$ cat config.mk
export PLATFORM = sky130hd
export DESIGN_NAME = demux_1to4_reg
export DESIGN_NICKNAME = d
export VERILOG_FILES = /design/src/rtl/demux_1to4_reg.sv
export SDC_FILE = /design/constraint.sdc
export NUM_CORES = 1
export LEC_CHECK = 0
export CAP_MARGIN = 20
export CORE_MARGIN = 2
export CORE_UTILIZATION = 50
export DETAILED_ROUTE_END_ITERATION = 10
export PLACE_DENSITY = 0.8
export SLEW_MARGIN = 10
export SYNTH_ARGS = -nofsm -noshare
export SYNTH_HDL_FRONTEND = slang
export SYNTH_SLANG_ARGS = --single-unit
$ cat constraint.sdc
create_clock -name clk -period 1.8 [get_ports clk]
set_clock_uncertainty 0.05 [all_clocks]
set_input_delay 0.27 -clock clk [delete_from_list [all_inputs] [get_ports clk]]
set_output_delay 0.27 -clock clk [all_outputs]
set_load 0.02 [all_outputs]
$ cat src/rtl/demux_1to4_reg.sv
// One-to-four registered demultiplexer: each channel owns a one-word holding
// slot with a valid/ready output, plus a saturating delivered-beat counter.
module demux_1to4_reg #(
    parameter int WIDTH = 8
) (
    input  logic               clk,
    input  logic               rst_n,
    input  logic [WIDTH-1:0]   in_data,
    input  logic [1:0]         in_sel,
    input  logic               in_valid,
    output logic               in_ready,
    output logic [4*WIDTH-1:0] out_data,
    output logic [3:0]         out_valid,
    input  logic [3:0]         out_ready,
    input  logic [1:0]         cnt_sel,
    output logic [7:0]         cnt_val
);

    // Handshake: a word moves on a rising edge where valid && ready are both
    // high. Valid never looks at ready; in_ready may follow out_ready of the
    // addressed channel, since a draining slot can take a new word in the same cycle.

    logic [WIDTH-1:0] data_q [4];
    logic [7:0]       cnt_q  [4];
    logic [3:0]       full_q;
    logic [3:0]       drain;
    logic [3:0]       load;

    assign in_ready = !full_q[in_sel] || out_ready[in_sel];
    assign drain    = full_q & out_ready;

    always_comb begin
        load = '0;
        if (in_valid && in_ready) begin
            load[in_sel] = 1'b1;
        end
    end

    always_ff @(posedge clk or negedge rst_n) begin
        if (!rst_n) begin
            full_q <= '0;
            for (int k = 0; k < 4; k++) begin
                data_q[k] <= '0;
                cnt_q[k]  <= '0;
            end
        end else begin
            for (int k = 0; k < 4; k++) begin
                // A load wins over a drain, so a same-cycle refill keeps the slot full.
                if (load[k]) begin
                    data_q[k] <= in_data;
                    full_q[k] <= 1'b1;
                end else if (drain[k]) begin
                    full_q[k] <= 1'b0;
                end
                if (drain[k] && cnt_q[k] != 8'hFF) begin
                    cnt_q[k] <= cnt_q[k] + 8'd1;
                end
            end
        end
    end

    always_comb begin
        out_data = '0;
        for (int k = 0; k < 4; k++) begin
            out_data[k*WIDTH +: WIDTH] = data_q[k];
        end
    end

    assign out_valid = full_q;
    assign cnt_val   = cnt_q[cnt_sel];

endmodule
==> results.yml, run 1 <==
floorplanning:
  start_util_pct: 52.6
  core_area_um2: 5990
  io_pins: 64
  fp-row-count: 28
  die_area_um2: 6950
  die_x_um: 83.4
  die_y_um: 83.4
clock_network:
  clk_pin_slew_ns: 0.07
  clk_path_buf_depth: 2
  cts_tree: "yes"
  cts_root_buffer: "clkbuf_8"
  postCtsSetupBuffers: 0
  cts_buffers: 9
  clk_latency_ns: 0.35
  htreeDepth: 3
  clkSinkCount: 68
logic_synthesis:
  syn_nets: 265
  netlist_area_um2: 3150
  yosysTopAreaCell: "dfrtp_1"
  yosys_register_bits: 68
  yosysSeqAreaShare_pct: 54.0
  synth_cell_types: 40
  ys_warn_count: 0
  syn_avg_cell_area_um2: 13.0
  synthTopCellsByArea: "dfrtp_1 54%, mux2_2 14%, mux4_2 5.7%, nand3_1 2.9%, xnor2_1 2.8%"
  synthCells: 242
  netlist.area_leader.share_pct: 54.0
cells_and_area:
  stdcell_area_um2: 4520
  post-route-util_pct: 75.5
  layout-drive-gt1-share_pct: 38.4
  layout_commonest_cell: "dfrtp_1"
  nets: 385
  layout.cells.non_filler: 442
  n_antenna_cell: 0
  layout_common_cells: "68 x dfrtp_1, 48 x buf_4, 45 x clkdlybuf4s50_1"
  syn_to_final_growth_pct: 43.5
drt:
  antenna_left: 0
  routed_via_density: 5.40
  drt-initial-drc-count: 82
  wl_um: 7440
  num_vias: 2386
  drcViolationCount: 0
  wl_per_cell_um: 16.8
  firstDrtPassIters: 4
sta:
  fin_ws_ns: 0.0396
  fin_crit_ns: 1.76
  hold_viol_final: 0
  setup_violations: 0
  slew_headroom_pct: 67.3
  holdWs_ns: 0.212
  slew_viol_final: 0
  rsz0062_at_grt: "true"
  fmax_ghz: 0.568
  tns_ns: 0
  worst-slew-pin-transition_ns: 0.491
  fin_crit_sh_pct: 97.8
setup_path:
  start_kind: "flip-flop"
  cp-end-kind: "output pin"
  crit_arrival_ns: 1.44
  worstSetupPathType: "reg -> out"
  path_max_fanout: 3
  required_ns: 1.48
run_status:
  status: "complete, no violations"
placed_design:
  post-place-ws_ns: -0.520
  gp_congestion: 0.816
  dpl.hpwl_um: 5530
  placed_cell_area_um2: 4260
  dp_cells: 425
  port_buffers: 63
hold_path:
  hp-class: "in -> reg"
global_routing:
  grt_max_degree: 26
  overflow: 0
  grt_usage_pct: 22.9
  antenna_found_initial: 0
  grt_pass1_vias: 2563
  grt_pass1_wl_um: 12300
power_and_ir_drop:
  fin_total_pwr_mw: 5.50
  vdd_ir_drop_max_v: 0.000843
  p_leak_nw: 2.03
  power.density_nw_per_um2: 1220
flow_run:
  cap_violations: 0
==> flip-flops by register name, indices dropped and copies added (netlist names) <==
name,count
cnt_q,32
out_data,32
out_valid,4
==> final cells by class <==
type                       instances  area, µm²
clock buffer                      10        138
clock inverter                     6        111
fill                             393       1470
inverter                           3       11.3
multi-input combinational        165       1450
sequential                        68       1700
tap                               75       93.8
timing repair buffer             115       1020
==> cells by family (layout without fill, tap and decap cells) <==
logic type	after synthesis	after routing	synth area share (%)
compound gates	15	15	3.06
simple gates	80	80	14.2
flops	68	68	54.0
xor+xnor	13	13	3.61
fa+ha+maj	4	4	1.59
buf+inv	9	134	1.31
mux	53	53	22.3
==> path summary, 6_finish.rpt <==
kind	startpoint	endpoint	slack, ns	depth (start not counted)
max in group asynchronous	rst_n	cnt_q[4]$_DFFE_PN0P_	0.72	3
min reg2reg	out_data[26]$_DFFE_PN0P_	out_data[26]$_DFFE_PN0P_	0.46	1
min in group asynchronous	rst_n	cnt_q[28]$_DFFE_PN0P_	0.36	2
min	out_ready[3]	out_valid[3]$_DFFE_PN0P_	0.21	3
max reg2reg	cnt_q[24]$_DFFE_PN0P_	cnt_q[25]$_DFFE_PN0P_	0.07	6
max	out_valid[3]$_DFFE_PN0P_	in_ready	0.04	3
==> metal layers <==
layer / track usage [%] / vias up / share of wire, % / wire (µm)
met4: 9.99 / 0 / 2.1 / 159
met3: 8.45 / 13 / 7.6 / 569
met2: 38.6 / 76 / 50 / 3750
li1: - / 1128 / - / -
met1: 26.1 / 1169 / 40 / 2970
met5: 0 / - / 0 / 0
==> critical path, cell delays in order, from the launching register on <==
cell      delay, ns
dfrtp_1        0.40
nand2b_4       0.07
mux4_2         0.48
buf_6          0.15
==> synth_stat cells <==
cell type / number
o21ai_0: 1
nand2b_1: 4
mux2_4: 1
nand4_2: 1
and3_1: 3
buf_2: 3
nand4_1: 10
and4_1: 4
or2_4: 1
nor3_2: 1
o21a_1: 4
nor2_1: 9
and2_1: 1
o21ai_1: 1
o211ai_1: 2
xor2_1: 3
buf_4: 1
ha_1: 4
mux2i_1: 3
mux4_1: 1
nand3_1: 18
inv_1: 3
o21bai_1: 1
nand3b_2: 1
nand3_2: 2
a21oi_1: 4
xnor2_1: 10
mux2_2: 40
nor2b_1: 3
a31oi_1: 1
dfrtp_1: 68
and3_2: 1
nor3_1: 2
or2_2: 1
clkbuf_1: 1
buf_1: 1
a21boi_0: 1
mux4_2: 8
nor2_2: 1
nand2_1: 17
==> what timing repair did <==
item | 4_1_cts | 5_1_grt
hold buffers | 1 | 0
pin swaps | 0 | 1
cloned | 0 | 0
resized for setup | 50 | 4
endpoints found under the hold margin | 18 | 0
endpoints found under the setup margin | 9 | 3
==> where the power goes <==
part	leakage, nW	switching (mW)	internal, mW
Combinational	1.07	0.852	0.990
Clock	0.122	0.588	0.957
Sequential	0.839	0.236	1.88
Total	2.03	1.68	3.82
(Power assumes the default switching activity.)
==> run 2: changes to the inputs <==
--- a/config.mk
+++ b/config.mk
@@ -7,9 +7,9 @@
 export LEC_CHECK = 0
 export CAP_MARGIN = 20
 export CORE_MARGIN = 2
-export CORE_UTILIZATION = 50
+export CORE_UTILIZATION = 51
 export DETAILED_ROUTE_END_ITERATION = 10
-export PLACE_DENSITY = 0.8
+export PLACE_DENSITY = 0.81
 export SLEW_MARGIN = 10
 export SYNTH_ARGS = -nofsm -noshare
 export SYNTH_HDL_FRONTEND = slang
==> results.yml, run 2 (synthesized netlist as in run 1, its figures left out) <==
clock_network:
  clk_latency_ns: 0.34
  htreeDepth: 3
  cts_root_buffer: "clkbuf_8"
  cts_tree: "yes"
  clkSinkCount: 68
  cts_buffers: 9
  clk_path_buf_depth: 2
  clk_pin_slew_ns: 0.07
setup_path:
  crit_start: "out_ready[2]"
  timing.rr.start: "cnt_q[25]$_DFFE_PN0P_"
  r2r_end: "cnt_q[25]$_DFFE_PN0P_"
  r2r_cells: 5
  crit_arrival_ns: 1.47
  cp-end-kind: "output pin"
  start_kind: "primary input"
  worstSetupPathType: "in -> out"
  path_max_fanout: 2
  required_ns: 1.48
  reg2reg_setup_slack_ns: 0.11
placed_design:
  placed_cell_area_um2: 4250
  gp_congestion: 0.791
  port_buffers: 63
  post-place-ws_ns: -0.528
  dpl.hpwl_um: 5340
  dp_cells: 423
drt:
  drcViolationCount: 0
  antenna_left: 0
  wl_um: 7290
  drt-initial-drc-count: 64
  routed_via_density: 5.43
  num_vias: 2384
  firstDrtPassIters: 4
  wl_per_cell_um: 16.6
sta:
  fin_crit_ns: 1.79
  worst-slew-pin-transition_ns: 0.367
  setup_violations: 0
  tns_ns: 0
  fmax_ghz: 0.557
  fin_crit_sh_pct: 99.7
  slew_headroom_pct: 75.5
  slew_viol_final: 0
  hold_viol_final: 0
  fin_ws_ns: 0.00586
  rsz0062_at_grt: "true"
power_and_ir_drop:
  vdd_ir_drop_max_v: 0.000722
  p_leak_nw: 1.98
  power.density_nw_per_um2: 1130
cells_and_area:
  stdcell_area_um2: 4420
  n_antenna_cell: 0
  syn_to_final_growth_pct: 40.2
  layout_common_cells: "68 x dfrtp_1, 46 x clkdlybuf4s50_1, 45 x buf_4"
  post-route-util_pct: 74.2
  layout.cells.non_filler: 439
  layout-drive-gt1-share_pct: 36.8
  layout_commonest_cell: "dfrtp_1"
  nets: 383
global_routing:
  grt_pass1_vias: 2501
  grt_usage_pct: 23.8
  grt_pass1_wl_um: 11700
  antenna_found_initial: 0
  grt_max_degree: 69
  overflow: 0
floorplanning:
  die_x_um: 82.6
  fp-row-count: 28
  die_area_um2: 6820
  core_area_um2: 5960
  io_pins: 64
  die_y_um: 82.6
  start_util_pct: 52.9
flow_run:
  cap_violations: 0
hold_path:
  whs_path_depth: 3
  min_to: "out_valid[3]$_DFFE_PN0P_"
  hp-class: "in -> reg"
  worstHoldStart: "out_ready[3]"
run_status:
  status: "complete, no violations"
## run 2: cell count changes in the layout (fill, tap and decap cells not counted), sizes merged
cell | before | now
dlymetal6s2s | 2 | 0
dlygate4sd2 | 6 | 7
clkinvlp | 1 | 0
clkbuf | 10 | 13
buf | 61 | 59
clkdlybuf4s50 | 45 | 46
bufinv | 3 | 0
## run 2: worst max-delay path by stage
| stage | to | slack (ns) | cells past startpoint |
|---|---|---|---|
| 2_1_floorplan | cnt_q[1]$_DFFE_PN0P_ | 0.26 | 5 |
| 3_3_place_gp | cnt_val[2] | -0.49 | 4 |
| 3_5_place_dp | cnt_val[5] | -0.53 | 4 |
| 4_1_cts | in_ready | 0.02 | 3 |
| 5_1_grt | in_ready | -0.01 | 3 |
| 6_report | in_ready | 0.006 | 4 |
## run 2: stage by stage
stage	power (mW)	hold WS, ns
floorplan	2.98	-0.0756
global placement	3.90	0.266
detailed placement	3.97	0.268
CTS	5.05	0.305
global route	5.29	0.343
finish	5.01	0.320
## run 2: worst max-delay path: stages
cell and delay [ns]:
clkdlybuf4s50_1 0.43, nand2b_4 0.16, mux4_2 0.46, buf_6 0.15
## run 2: area by class of cell
cell class / instances / area (µm²)
flip-flops and latches: 68 / 1700
fillers: 424 / 1540
multi-input cells: 165 / 1440
repair buffers: 113 / 1000
clock buffers: 13 / 159
well taps: 75 / 93.8
inverters: 3 / 11.3
clock inverters: 2 / 10.0
## run 2: report_power, final
part           internal (mW)  total, mW  switching [mW]
Sequential              1.88       2.12           0.242
Combinational          0.966       1.79           0.828
Clock                  0.564       1.10           0.536
Total                   3.41       5.01            1.61
## run 2: layer usage
metal,wire [µm],global-route usage [%],vias up
met5,0,0,-
met2,3640,39.4,75
met3,510,7.17,13
li1,-,-,1117
met4,140,11.5,0
met1,3000,28.4,1179
## run 2: what timing repair did
| action | in CTS | in global routing |
|---|---|---|
| hold buffers | 1 | 0 |
| resized for setup | 53 | 0 |
| hold endpoints to repair | 68 | 0 |
| buffers inserted | 0 | 0 |
| setup endpoints to repair | 9 | 1 |
